File: src/rtl/led_sweep_ctrl_pkg.sv
// rtl/led_sweep_ctrl_pkg.sv - shared types and constants for the LED sweep sequencer
package led_sweep_ctrl_pkg;

   localparam int PAT_W = 7;

   localparam logic [PAT_W-1:0] HOME_DEFAULT = 7'b0001000;

   typedef enum logic [1:0] {
      IDLE    = 2'd0,
      SWEEP_L = 2'd1,
      SWEEP_R = 2'd2
   } state_t;

endpackage

File: src/rtl/led_sweep_ctrl_tick_gen.sv
// rtl/led_sweep_ctrl_tick_gen.sv - step prescaler, one tick every DIV enabled cycles
module led_sweep_ctrl_tick_gen #(
   parameter int DIV = 50
) (
   input  logic clk,
   input  logic Reset,
   input  logic clr,
   input  logic en,
   output logic tick
);

   localparam int PW = $clog2(DIV);
   localparam logic [PW-1:0] LAST = PW'(DIV - 1);

   logic [PW-1:0] r_presc;

   always_ff @(posedge clk) begin
      if (Reset) begin
         r_presc <= '0;
      end else if (clr) begin
         r_presc <= '0;
      end else if (en) begin
         if (tick) begin
            r_presc <= '0;
         end else begin
            r_presc <= r_presc + 1'b1;
         end
      end
   end

   assign tick = (r_presc == LAST);

endmodule

File: src/rtl/led_sweep_ctrl.sv
// rtl/led_sweep_ctrl.sv - L/R sweep sequencer driving the 7-bit LED pattern
module led_sweep_ctrl
   import led_sweep_ctrl_pkg::*;
#(
   parameter int               DIV     = 50,
   parameter int               RUN_LEN = 3,
   parameter logic [PAT_W-1:0] HOME    = HOME_DEFAULT
) (
   input  logic             clk,
   input  logic             Reset,
   input  logic             L,
   input  logic             R,
   output logic [PAT_W-1:0] S,
   output logic             busy,
   output logic             dir,
   output logic             step,
   output logic             done,
   output logic             conflict
);

   localparam int CW = $clog2(RUN_LEN + 1);
   localparam logic [CW-1:0] RUN_LEN_C = CW'(RUN_LEN);

   state_t           r_state;
   state_t           w_state_nxt;
   logic             r_l_q;
   logic             r_r_q;
   logic [PAT_W-1:0] r_s;
   logic [PAT_W-1:0] w_s_nxt;
   logic [CW-1:0]    r_cnt;
   logic [CW-1:0]    w_cnt_nxt;
   logic             r_busy;
   logic             w_busy_nxt;
   logic             r_dir;
   logic             w_dir_nxt;
   logic             r_step;
   logic             w_step_nxt;
   logic             r_done;
   logic             w_done_nxt;
   logic             r_conflict;
   logic             w_conflict_nxt;
   logic             w_lr;
   logic             w_rr;
   logic             w_clr;
   logic             w_tick;

   // Delayed copies reset high so a button held through reset is not a request.
   always_ff @(posedge clk) begin
      if (Reset) begin
         r_l_q <= 1'b1;
         r_r_q <= 1'b1;
      end else begin
         r_l_q <= L;
         r_r_q <= R;
      end
   end

   assign w_lr = L & ~r_l_q;
   assign w_rr = R & ~r_r_q;

   led_sweep_ctrl_tick_gen #(
      .DIV (DIV)
   ) u_tick_gen (
      .clk   (clk),
      .Reset (Reset),
      .clr   (w_clr),
      .en    (r_busy),
      .tick  (w_tick)
   );

   always_comb begin
      w_state_nxt    = r_state;
      w_s_nxt        = r_s;
      w_cnt_nxt      = r_cnt;
      w_dir_nxt      = r_dir;
      w_step_nxt     = 1'b0;
      w_done_nxt     = 1'b0;
      w_conflict_nxt = 1'b0;
      w_clr          = 1'b0;
      case (r_state)
         IDLE: begin
            if (w_lr || w_rr) begin
               w_clr     = 1'b1;
               w_cnt_nxt = '0;
               if (w_lr && w_rr) begin
                  w_conflict_nxt = 1'b1;
               end else if (w_lr) begin
                  w_state_nxt = SWEEP_L;
                  w_dir_nxt   = 1'b1;
               end else begin
                  w_state_nxt = SWEEP_R;
                  w_dir_nxt   = 1'b0;
               end
            end
         end
         SWEEP_L, SWEEP_R: begin
            if (w_tick) begin
               if (r_cnt < RUN_LEN_C) begin
                  // Rotation wraps end-around; there is no saturation.
                  if (r_state == SWEEP_L) begin
                     w_s_nxt = {r_s[PAT_W-2:0], r_s[PAT_W-1]};
                  end else begin
                     w_s_nxt = {r_s[0], r_s[PAT_W-1:1]};
                  end
                  w_cnt_nxt  = r_cnt + 1'b1;
                  w_step_nxt = 1'b1;
               end else begin
                  w_s_nxt     = HOME;
                  w_state_nxt = IDLE;
                  w_done_nxt  = 1'b1;
               end
            end
         end
         default: begin
            w_state_nxt = IDLE;
         end
      endcase
      w_busy_nxt = (w_state_nxt != IDLE);
   end

   always_ff @(posedge clk) begin
      if (Reset) begin
         r_state    <= IDLE;
         r_s        <= HOME;
         r_cnt      <= '0;
         r_busy     <= 1'b0;
         r_dir      <= 1'b0;
         r_step     <= 1'b0;
         r_done     <= 1'b0;
         r_conflict <= 1'b0;
      end else begin
         r_state    <= w_state_nxt;
         r_s        <= w_s_nxt;
         r_cnt      <= w_cnt_nxt;
         r_busy     <= w_busy_nxt;
         r_dir      <= w_dir_nxt;
         r_step     <= w_step_nxt;
         r_done     <= w_done_nxt;
         r_conflict <= w_conflict_nxt;
      end
   end

   assign S        = r_s;
   assign busy     = r_busy;
   assign dir      = r_dir;
   assign step     = r_step;
   assign done     = r_done;
   assign conflict = r_conflict;

endmodule

File: config.mk
export PLATFORM = sky130hd
export DESIGN_NAME = led_sweep_ctrl
export DESIGN_NICKNAME = d
export VERILOG_FILES = /design/src/rtl/led_sweep_ctrl_pkg.sv /design/src/rtl/led_sweep_ctrl_tick_gen.sv /design/src/rtl/led_sweep_ctrl.sv
export SDC_FILE = /design/constraint.sdc
export NUM_CORES = 1
export LEC_CHECK = 0
export ABC_AREA = 1
export BUFFER_PORTS_ARGS = -buffer_cell sky130_fd_sc_hd__clkbuf_2
export CAP_MARGIN = 30
export CORE_ASPECT_RATIO = 0.75
export CORE_MARGIN = 1
export CORE_UTILIZATION = 30
export CTS_BUF_LIST = sky130_fd_sc_hd__clkbuf_8
export DETAILED_ROUTE_END_ITERATION = 10
export GPL_TIMING_DRIVEN = 0
export PLACE_DENSITY_LB_ADDON = 0.08
export SLEW_MARGIN = 10
export SYNTH_ARGS = -nofsm -noshare
export SYNTH_HDL_FRONTEND = slang
export SYNTH_HIERARCHICAL = 1
export SYNTH_SLANG_ARGS = --single-unit
File: constraint.sdc
create_clock -name clk -period 3.1 [get_ports clk]
set_input_delay 0 -clock clk [delete_from_list [all_inputs] [get_ports clk]]
set_output_delay 0 -clock clk [all_outputs]
set_load 0.02 [all_outputs]
-- Yosys cells after proc, flatten, opt, wreduce, memory -nomap -nowiden
Index checks and enable logic that the tools add are counted.
- flip-flop bits (word level): 24
- input bits: 4
- output and inout bits: 12
- word-level logic and storage cells: 60
- add/sub/neg operators: 2
- magnitude comparators: 1
- equal/unequal tests: 6
- mux-type cells: 19
- bitwise logic cells: 9
- reduce and logical (&&, ||, !) cells: 12
- operators with widths (kind ; number):
    $mux W2 ; 8
    $mux W7 ; 2
    $pmux W2 S2 ; 2
    $not A1 Y1 ; 7
    $add A6 B1 Y6 const B ; 1
    $eq A6 B6 Y1 const B ; 1
    $mux W1 ; 6
    $mux W6 ; 1
    $reduce_or A3 Y1 ; 2
    $ne A2 B2 Y1 const B ; 2
    $reduce_and A4 Y1 ; 1
    $reduce_bool A2 Y1 ; 2
    $reduce_or A2 Y1 ; 2
    $reduce_and A3 Y1 ; 1
    $add A2 B1 Y2 const B ; 1
    $and A1 B1 Y1 ; 2
    $eq A2 B1 Y1 const B ; 1
    $eq A2 B2 Y1 const B ; 1
    $logic_not A2 Y1 ; 1
    $lt A2 B2 Y1 const B ; 1
    $ne A2 B1 Y1 const B ; 1
    $reduce_and A2 Y1 ; 1
    $logic_and A1 B1 Y1 ; 1
    $logic_or A1 B1 Y1 ; 1

-- Depth between registers and ports, before layout
Gate-level depths: netlist (run 1).
- depth in word-level cells: 7
- gate-level depth with buffers: 12
- depth with buffers taken out: 12

-- Modules after synthesis
Netlist (run 1), hierarchy kept.
- by module, submodules not included (module ; instances ; cells an instance ; area each (um^2)):
    led_sweep_ctrl ; 1 ; 121 ; 908.4
    led_sweep_ctrl_tick_gen ; 1 ; 50 ; 335.3

-- Least setup slack after synthesis (run 1)
No wires, ideal clock.
- path kind: reg-to-reg
- from: register r_state[0]
- to: register r_cnt[0]
- setup time: 0.114 ns
- arrival time: 1.242 ns
- required time: 2.986 ns
- slack: 1.744 ns
- cell stages (with the launch flop): 10
- path buffers: 1
- period minus slack after synthesis: 1.356 ns
- path through: dfxtp_1 > inv_1 > ha_1 > buf_6 > inv_2 > nor2_1 > nor2_2 > nand2_1 > a21oi_1 > nor2_1
- word-level cells in the longest chain between the ends: 4
- elaborated cells on any way between the ends: 10
- those cells by class: eq/ne: 5; mux: 1; reduce/logical: 4
- ends and longest elaborated chain (element ; line ; source):
    from (decl) ; led_sweep_ctrl.sv:24 ; state_t r_state;
    from (signal assigned) ; led_sweep_ctrl.sv:132 ; r_state <= w_state_nxt;
    $eq A2 B1 Y1 or $eq A2 B2 Y1 (tied branches) ; led_sweep_ctrl.sv:80 ; case (r_state)
    $reduce_or A2 Y1 ; led_sweep_ctrl.sv:80 ;
    $ne A2 B1 Y1 (no source line), or another cell as far along ; n/a ;
    $reduce_and A4 Y1 (no source line) ; n/a ;
    to (signal assigned) ; led_sweep_ctrl.sv:134 ; r_cnt <= w_cnt_nxt;
    to (decl) ; led_sweep_ctrl.sv:30 ; logic [CW-1:0] r_cnt;
Parallel ways exist; a longest one is shown, timed or not.
A chain may end at the register's enable or synchronous reset.

-- Worst setup path in the final report (run 1)
- from: register u_tick_gen.r_presc[0]
- to: register r_s[4], in the netlist S[4]
- word-level cells in the longest chain between the ends: 2
- ends and longest elaborated chain (element ; line ; source):
    from (decl) ; led_sweep_ctrl_tick_gen.sv:15 ; logic [PW-1:0] r_presc;
    from (signal assigned) ; led_sweep_ctrl_tick_gen.sv:26 ; r_presc <= r_presc + 1'b1;
    $eq A6 B6 Y1 ; led_sweep_ctrl_tick_gen.sv:31 ; assign tick = (r_presc == LAST);
    named net w_tick ; led_sweep_ctrl.sv:45 ; logic w_tick;
    $reduce_and A2 Y1 (no source line) ; n/a ;
    to (signal assigned) ; led_sweep_ctrl.sv:133 ; r_s <= w_s_nxt;
    to (decl) ; led_sweep_ctrl.sv:28 ; logic [PAT_W-1:0] r_s;
The timed path passes the listed nets, and every way through them passes these cells.

==> metrics, run 1 <==
status=complete, no violations; startpoint type of the worst setup path=register; gr busiest metal=met2; Hold Slack=around 0.016 ns; gpl congestion=0.721; Hold Violations, Final=0; Residual DRC=0; Initial Util=between 30% and 40%; postcts setup bufs=0; EDFF count, synth=0; die area=0.00441 mm²; Avg Inst Size Synth=about 7.3 µm²; met1 Track Usage GR=between 10% and 20%; most frequent cells in the layout=nand2_1, inv_1, dfxtp_1; post-synth cell types=26; Worst-Margin Slew=0.314 ns; row cnt=19; DP Worst Slack=1.57 ns; P_leak=0.000679 µW; Clock Sinks=24; Max Cap Viol=0; global route total overflow=0; Num CTS Buffers=3; Worst-path clk slew=0.09 ns; vias per inst=~4.3; Max Fclk=between 0.6 and 0.7 GHz; Synth Register Bits=24; layout cells sized above 1=between 10% and 20%; post-CTS sizing=0; Mapped Nets=roughly 180; die height=57.8 µm; synthesized area=roughly 0.0012 mm²; # fillers=398; Longest Clk Path Bufs=2; Ys Warns=6; initial antenna violation count=0; final setup TNS=0 ns; RSZ-0062 raised after global routing=false; Synth Flop Type=dfxtp_1; core area=between 0.003 and 0.004 mm²; hold buffers post-CTS=2; Crit path arrival time=about 1.7 ns; CP Capture Type=register; Final Cell Area=0.00146 mm²; most common cell after layout, fill and taps aside=nand2_1; Final period util=about half; final net count=roughly 210; met2 Resource Use GR=between 10% and 20%; Placed Cells=between 200 and 250; critical path class=reg -> reg; placed wire-length estimate=1840 µm; Rel. slew slack=slightly below 80%; Syn Inst Count=~170; Skew-Pair Late Insertion Delay=0.27 ns; register area share after synthesis=between 30% and 40%; Power per Cell Area=roughly 430 mW/mm²; Slew Limit Fails=0; H-tree depth=1; Worst VDD drop=roughly 0.00022 V; largest net degree at the start of global routing=14; Clock Skew=about 0.0034 ns; met3 Use GR=around 4.6%; initial DRC count=50; die width=about 76 µm; Post-DP Area=~0.0014 mm²; Top Ports=16; Pre-Repair DR Iteration Count=4; IO Port Bufs=15; area delta synth->final=17.3%; Routed WL per cell=just under 10 µm; DR vias=~1.1k; post-route ant nets=0; vias in the first global route=~1.0k; crit-path max FO=7; diode count=0; clock root cell=clkbuf_8; CTS tree=built; Total Wirelength=~2400 µm; worst setup margin=about 1.6 ns; GRT Total Usage=around an eighth; global-route wire length before repair=about 4300 µm; Non-Filler Instances=approximately 240; critical path data required time=3.29 ns; asr flop ratio synth=0%; HP Class=in -> reg; crit path time final=between 1.5 and 2 ns; final setup violation count=0
-- cell usage after synthesis (all sizes together) (2+ instances only) --
cell type | n | area [µm²]
inv | 31 | 116
buf | 3 | 21.3
ha | 8 | 100
o21ai | 9 | 48.8
dfxtp | 24 | 480
o32ai | 4 | 35.0
a21oi | 6 | 30.0
nor2 | 26 | 118
a21boi | 2 | 15.0
nand3 | 6 | 30.0
nand2 | 45 | 184
-- cell families (layout without fill, tap and decap cells) --
| group | Yosys count | count (layout) | share of synthesized area [%] |
|---|---|---|---|
| compound gates | 22 | 22 | 12.1 |
| xor+xnor | 2 | 2 | 1.41 |
| fa+ha+maj | 8 | 8 | 8.05 |
| buf+inv | 35 | 56 | 11.8 |
| flops | 24 | 24 | 38.6 |
| simple gates | 80 | 80 | 28.1 |
-- metal layers --
metal / part of all wire, % / vias up
met2: 40 / 17
met4: 0.67 / 0
met1: 55 / 464
met5: 0 / -
li1: - / 573
met3: 4.5 / 2
-- worst paths after layout --
kind	from	end	slack, ns	cells after the start
setup reg to reg	u_tick_gen/r_presc[0]	S[4]	1.57	7
setup / recovery	u_tick_gen/r_presc[0]	S[4]	1.57	7
hold / removal	Reset	u_tick_gen/r_presc[3]	0.02	3
hold reg to reg	r_cnt[1]	r_cnt[1]	0.50	2
-- final cells by class --
type                            count  area (µm²)  area share [%]
Sequential cell                    24         480            32.9
Clock buffer                        4        55.1            3.77
Multi-Input combinational cell    112         617            42.3
Timing Repair Buffer               17        95.1            6.52
Inverter                           32         125            8.58
Buffer                              3        21.3            1.46
Tap cell                           52        65.1            4.46
-- metrics by stage --
| step | power, µW | utilization [%] |
|---|---|---|
| 2_1_floorplan | 395 | - |
| 3_3_place_gp | 411 | 36.4 |
| 3_5_place_dp | 412 | 36.4 |
| 4_1_cts | 633 | 38.4 |
| 5_1_grt | 660 | 38.4 |
| 6_report | 622 | 38.4 |
-- power by group --
group | switching, µW | internal (µW) | leakage, µW
logic | 47.6 | 31.3 | 0.000455
clock network | 103 | 113 | 0.0000288
registers | 8.86 | 318 | 0.000195
total | 159 | 463 | 0.000679
-- state kept, by name, summed over array words and instances, names as in the netlist --
name	count
u_tick_gen/r_presc	6
done	1
dir	1
busy	1
S	7
conflict	1
r_l_q	1
r_cnt	2
r_state	2
step	1
r_r_q	1
-- worst max-delay path, cell delays in order (launching register included) --
cell     delay (ns)
dfxtp_1        0.40
ha_1           0.19
nand2_1        0.06
nor2_1         0.26
nand2_4        0.13
nor2_4         0.10
nand2_2        0.13
o31ai_4        0.18
(Power assumes the default switching activity.)
==> inputs of run 2 (changes only) <==
--- a/config.mk
+++ b/config.mk
@@ -5,7 +5,7 @@
 export SDC_FILE = /design/constraint.sdc
 export NUM_CORES = 1
 export LEC_CHECK = 0
-export ABC_AREA = 1
+export ABC_AREA = 0
 export BUFFER_PORTS_ARGS = -buffer_cell sky130_fd_sc_hd__clkbuf_2
 export CAP_MARGIN = 30
 export CORE_ASPECT_RATIO = 0.75
==> constraint.sdc (replaced) <==
create_clock -name clk -period 1.6 [get_ports clk]
set_input_delay 0 -clock clk [delete_from_list [all_inputs] [get_ports clk]]
set_output_delay 0 -clock clk [all_outputs]
set_load 0.02 [all_outputs]
==> run 2 against run 1 <==
Against the previous run:
- register-to-register slack lost 1.6 ns
- highest routed layer unchanged
- clock skew grew 0.0011 ns
- area after synthesis shrank 4.2%
- fmax decreased by 3.4%
- via count shrank 7.2%
==> metrics, run 2 <==
status=complete, no violations; top cells by area, synth=dfxtp_1, ha_1, mux2i_1, nand2_1, a21oi_1; Comb pwr share=11.2%; Synth top cells by count=dfxtp_1, nand2_1, a21oi_1, mux2i_1; Switch Pwr=around 290 µW; Synth Register Bits=24; slowest CP cell=dfxtp_2; initial antenna violation count=0; asr flop ratio synth=0%; most common cell after layout, fill and taps aside=dfxtp_1; Clock Sinks=24; Worst-path clk slew=0.09 ns; CP Capture Type=register; Pre-Repair DR Iteration Count=3; vias in the first global route=903; post-synth cell types=34; Clock Skew=approximately 0.0045 ns; Overall Power=1310 µW; P_int=just over 1000 µW; Non-Filler Instances=about 210; Total Wirelength=between 2000 and 2500 µm; core area=~0.0037 mm²; Ys Warns=6; Worst R2R Start=u_tick_gen/r_presc[1]; Num CTS Buffers=3; synthesized area=approximately 0.0012 mm²; Max Fclk=~0.63 GHz; startpoint of the worst hold path=Reset; area delta synth->final=32.9%; max reg flops=7; row cnt=19; CTS tree=built; final setup violation count=0; largest net degree at the start of global routing=15; initial DRC count=72; Synth Flop Type=dfxtp_1; final core occ=a little over two fifths; clock power share=about two fifths; Worst VDD drop=around 0.00042 V; Skew-Pair Late Insertion Delay=approximately 0.27 ns; Top Ports=16; die height=56.6 µm; register area share after synthesis=40.3%; Compound-Gate Fraction of Synth Area=14.9%; post-synthesis xor/xnor area fraction=0.735%; mux contribution to synthesized area=under 10%; Worst-Margin Slew=0.509 ns; gpl congestion=~0.8; Max Cap Viol=0; Longest Clk Path Bufs=2; Avg Inst Size Synth=9.09 µm²; H-tree depth=1; Max stage delay on crit path=0.35 ns; Mapped Nets=143; most frequent cells in the layout=dfxtp_1, clkbuf_2, nand2_1; worst-path cell chain=inv_2, ha_4, and4_4, nand2b_1, a211oi_2, mux2i_1, nor2_1; Crit path arrival time=between 1.5 and 2 ns; Synth top area share=~40%; critical path class=reg -> reg; global-route wire length before repair=between 4000 and 5000 µm; startpoint type of the worst setup path=register; IO Port Bufs=15; global route total overflow=0; Syn Inst Count=approximately 130; Initial Util=between 30% and 40%; crit-path max FO=5; HP Class=in -> reg; Setup crit start=u_tick_gen/r_presc[1]; Slew Limit Fails=0; placed wire-length estimate=1640 µm; cell taking the most area after synthesis=dfxtp_1; diode count=0; Routed WL per cell=about 11 µm; Hold Violations, Final=0; Sequential Power Share=a little under half; Placed Cells=between 150 and 200; largest family of logic cells by synthesized area=simple AND/OR/NAND/NOR gates; crit path time final=~1.6 ns; GRT Total Usage=approximately an eighth; area share of and/or/nand/nor cells after synthesis=between 20% and 30%; Switching Fraction=between 20% and 30%; layout cells sized above 1=36.3%; DR vias=980; critical path data required time=~1.8 ns; final net count=around 170; EDFF count, synth=0; clock root cell=clkbuf_8; final setup TNS=0 ns; RSZ-0062 raised after global routing=true; die area=roughly 0.0042 mm²; die width=between 70 and 80 µm; Power per Cell Area=830 mW/mm²; post-route ant nets=0; Residual DRC=0; post-synthesis adder-cell area fraction=8.40%; P_leak=0.000656 µW; vias per inst=approximately 4.6; Rel. slew slack=about 66%; Final period util=roughly 99%; top-count cell post-synth=dfxtp_1
==> run 2: cell types whose count changed after synthesis, moves of 3 or more <==
| cell | before | now |
|---|---|---|
| a21oi_1 | 6 | 9 |
| inv_1 | 28 | 8 |
| inv_2 | 3 | 0 |
| mux2i_1 | 0 | 9 |
| nand2_1 | 41 | 15 |
| nand2_2 | 3 | 0 |
| nand2b_1 | 0 | 5 |
| nand3_1 | 6 | 3 |
| nor2_1 | 20 | 7 |
| nor2_2 | 5 | 0 |
| nor2b_1 | 0 | 5 |
| o32ai_1 | 4 | 0 |
| or2_2 | 0 | 3 |
==> run 2: power by group through the flow <==
stage / registers, µW / logic [µW] / clock network (µW)
after floorplan: 639 / 83.6 / 0
after global placement: 639 / 111 / 0
after detailed placement: 640 / 112 / 0
after CTS: 628 / 127 / 557
after global routing: 630 / 164 / 582
final: 627 / 148 / 539
==> run 2: final cells by class <==
| class | count | area [µm²] |
|---|---|---|
| clock inverters | 1 | 30.0 |
| fillers | 383 | 2150 |
| well taps | 52 | 65.1 |
| clock buffers | 3 | 41.3 |
| flip-flops and latches | 24 | 489 |
| repair buffers | 26 | 163 |
| plain buffers | 2 | 8.76 |
| multi-input cells | 96 | 756 |
| inverters | 8 | 30.0 |
==> run 2: critical path: cells and delay by family, from the launching register on <==
kind,cells,cell delay [ns]
and+or+nand+nor,3,0.38
adders and majority gates,1,0.15
AOI/OAI and AO/OA,1,0.30
buffers and inverters,1,0.07
muxes,1,0.21
DFF,1,0.35
==> run 2: what timing repair did <==
item	CTS	global route
buffers inserted	5	4
hold buffers	2	0
endpoints found under the setup margin	15	10
endpoints found under the hold margin	2	0
resized for setup	11	13
pin swaps	3	2
==> run 2: layer usage <==
metal	vias to the layer above	track usage (%)	part of all wire [%]
met3	2	4.31	2.6
met4	0	2.43	0.37
met2	7	19.6	47
met5	-	0	0
li1	512	-	-
met1	459	17.2	50
==> run 2: per-stage QoR <==
| stage | setup WS, ns | cell area [µm²] | hold slack (ns) |
|---|---|---|---|
| 3_3_place_gp | -0.155 | 1340 | 0.208 |
| 5_1_grt | -0.0572 | 1580 | 0.107 |
| 6_report | 0.0153 | 1580 | 0.0789 |
| 3_5_place_dp | -0.160 | 1340 | 0.211 |
| 2_1_floorplan | 0.00442 | 1200 | 0.107 |
| 4_1_cts | 0.000463 | 1510 | 0.0921 |
==> run 2: final timing paths <==
check	end	slack, ns	cells after the start
max	r_cnt[1]	0.02	7
min	u_tick_gen/r_presc[1]	0.08	3
max reg2reg	r_cnt[1]	0.02	7
min reg2reg	dir	0.46	2
==> run 2: cell families after synthesis <==
logic type      count (synthesis)
compound gates                 26
xor+xnor                        1
fa+ha+maj                       8
buf+inv                        11
flops                          24
mux                             9
simple gates                   52
==> inputs of run 3 (changes only) <==
--- a/config.mk
+++ b/config.mk
@@ -11,7 +11,7 @@
 export CORE_ASPECT_RATIO = 0.75
 export CORE_MARGIN = 1
 export CORE_UTILIZATION = 30
-export CTS_BUF_LIST = sky130_fd_sc_hd__clkbuf_8
+export CTS_BUF_LIST = sky130_fd_sc_hd__clkbuf_16
 export DETAILED_ROUTE_END_ITERATION = 10
 export GPL_TIMING_DRIVEN = 0
 export PLACE_DENSITY_LB_ADDON = 0.08
==> run 3 against run 2 <==
Against the previous run:
- flip-flop and latch count unchanged
- combinational power about the same
- largest cell class unchanged
- critical path type unchanged
- design area up 1.3%
==> metrics, run 3 (synthesis results as in run 2) <==
status=complete, no violations; # fillers=~390; diode count=0; P_leak=0.000660 µW; CTS tree=built; layout cells sized above 1=between 30% and 40%; global route total overflow=0; Slew Limit Fails=0; H-tree depth=1; hold path endpoint=u_tick_gen/r_presc[1]; reg2reg path depth=7; met1 Track Usage GR=between 10% and 20%; register area=a little under 500 µm²; row cnt=19; area delta synth->final=34.6%; HP Class=in -> reg; RSZ-0062 raised after global routing=true; Initial Util=a little under a third; most frequent cells in the layout=dfxtp_1, clkbuf_2, nand2_1; Switch Pwr=between 300 and 400 µW; startpoint of the worst hold path=Reset; most common cell after layout, fill and taps aside=dfxtp_1; vias per inst=~4.7; met2 Resource Use GR=about a fifth; Max stage delay on crit path=approximately 0.54 ns; Top Ports=16; placed wire-length estimate=between 1500 and 2000 µm; startpoint type of the worst setup path=register; worst-path cell chain=nand2b_4, inv_4, ha_4, or4b_4, nand2_2, a21oi_2, or2_1; CP Capture Type=register; IO Port Bufs=15; met3 Use GR=4.31%; Rel. slew slack=roughly 65%; largest net degree at the start of global routing=15; die area=between 0.004 and 0.005 mm²; core area=around 0.0037 mm²; Clock Sinks=24; Overall Power=1490 µW; die width=approximately 75 µm; WHS Path Cells=3; GRT Total Usage=about an eighth; Worst-Margin Slew=0.522 ns; Worst R2R Start=r_l_q; clock root cell=clkbuf_16; multi-input logic area=about 760 µm²; Final period util=99.7%; die height=approximately 57 µm; clock power share=48.0%; Num CTS Buffers=3; final net count=approximately 170; critical path class=reg -> reg; post-route ant nets=0; gr busiest metal=met2; Max Fclk=0.627 GHz; Residual DRC=0; RR Endpoint=busy; Max Cap Viol=0; max reg flops=7; Sequential Power Share=roughly 42%; initial DRC count=66; Power per Cell Area=930 mW/mm²; Longest Clk Path Bufs=2; slowest CP cell=or4b_4; Clock Skew=about 0.0035 ns; crit path time final=between 1.5 and 2 ns; initial antenna violation count=0; final setup TNS=0 ns; Worst-path clk slew=roughly 0.060 ns; Switching Fraction=between 20% and 30%; global-route wire length before repair=approximately 4200 µm; Total Wirelength=between 2000 and 2500 µm; Worst VDD drop=0.000572 V; Routed WL per cell=about 11 µm; vias in the first global route=921; final setup violation count=0; reg2reg setup slack=between 0.004 and 0.005 ns; critical path data required time=around 1.8 ns; Comb pwr share=9.9%; P_int=between 1000 and 1500 µW; gpl congestion=a little under 0.8; Hold Violations, Final=0; crit-path max FO=2; Skew-Pair Late Insertion Delay=around 0.26 ns; Pre-Repair DR Iteration Count=4; DR vias=slightly below 1k; Crit path arrival time=approximately 1.8 ns
==> run 3: worst max path at each step <==
stage	from	end	slack (ns)	cells past startpoint
floorplan	u_tick_gen/r_presc[0]	r_cnt[0]	0.004	6
CTS	r_l_q	busy	0.0002	7
finish	r_l_q	busy	0.004	7
global placement	u_tick_gen/r_presc[0]	r_cnt[0]	-0.16	6
detailed placement	u_tick_gen/r_presc[0]	r_cnt[1]	-0.16	6
global route	r_l_q	busy	-0.07	7
==> run 3: cell type report <==
type	count	share of cell area (%)
plain buffers	2	0.546
clock buffers	3	4.68
clock inverters	1	1.87
inverters	8	2.03
multi-input cells	96	47.2
flip-flops and latches	24	30.4
well taps	52	4.06
repair buffers	24	9.21
==> run 3: power by group through the flow <==
stage	Sequential [µW]	Clock, µW	Combinational, µW
floorplan	639	0	83.6
global placement	639	0	111
detailed placement	640	0	112
CTS	628	741	132
global route	630	764	164
finish	627	716	147
==> run 3: timing repair <==
item / in CTS / in global routing
buffers inserted: 4 / 3
endpoints found under the setup margin: 15 / 10
hold buffers: 2 / 0
hold endpoints to repair: 2 / 0
gates resized for setup: 16 / 8
pin swaps: 4 / 2
==> run 3: stage by stage <==
stage               cells  hold slack [ns]  instance area (µm²)  worst slack (ns)  utilization [%]
floorplan             131            0.107                 1200           0.00442                -
global placement      198            0.208                 1340            -0.155             36.0
detailed placement    198            0.211                 1340            -0.160             36.0
CTS                   207            0.111                 1550          0.000195             41.6
global route          210            0.131                 1600           -0.0727             42.9
finish                210           0.0981                 1600           0.00410             42.9
==> run 3: layer usage <==
layer  wire length [µm]  vias up
met5                  0        -
met2               1130        7
met1               1190      463
li1                   -      509
met3                 60        2
met4                 19        0
==> run 3: critical path, delay by kind of cell (launching register included) <==
family | cells | cell delay, ns
adder cells (fa/ha/maj) | 1 | 0.14
flip-flops | 1 | 0.32
AND/OR/NAND/NOR | 4 | 0.94
buffers and inverters | 1 | 0.04
AO/OA/AOI/OAI | 1 | 0.05
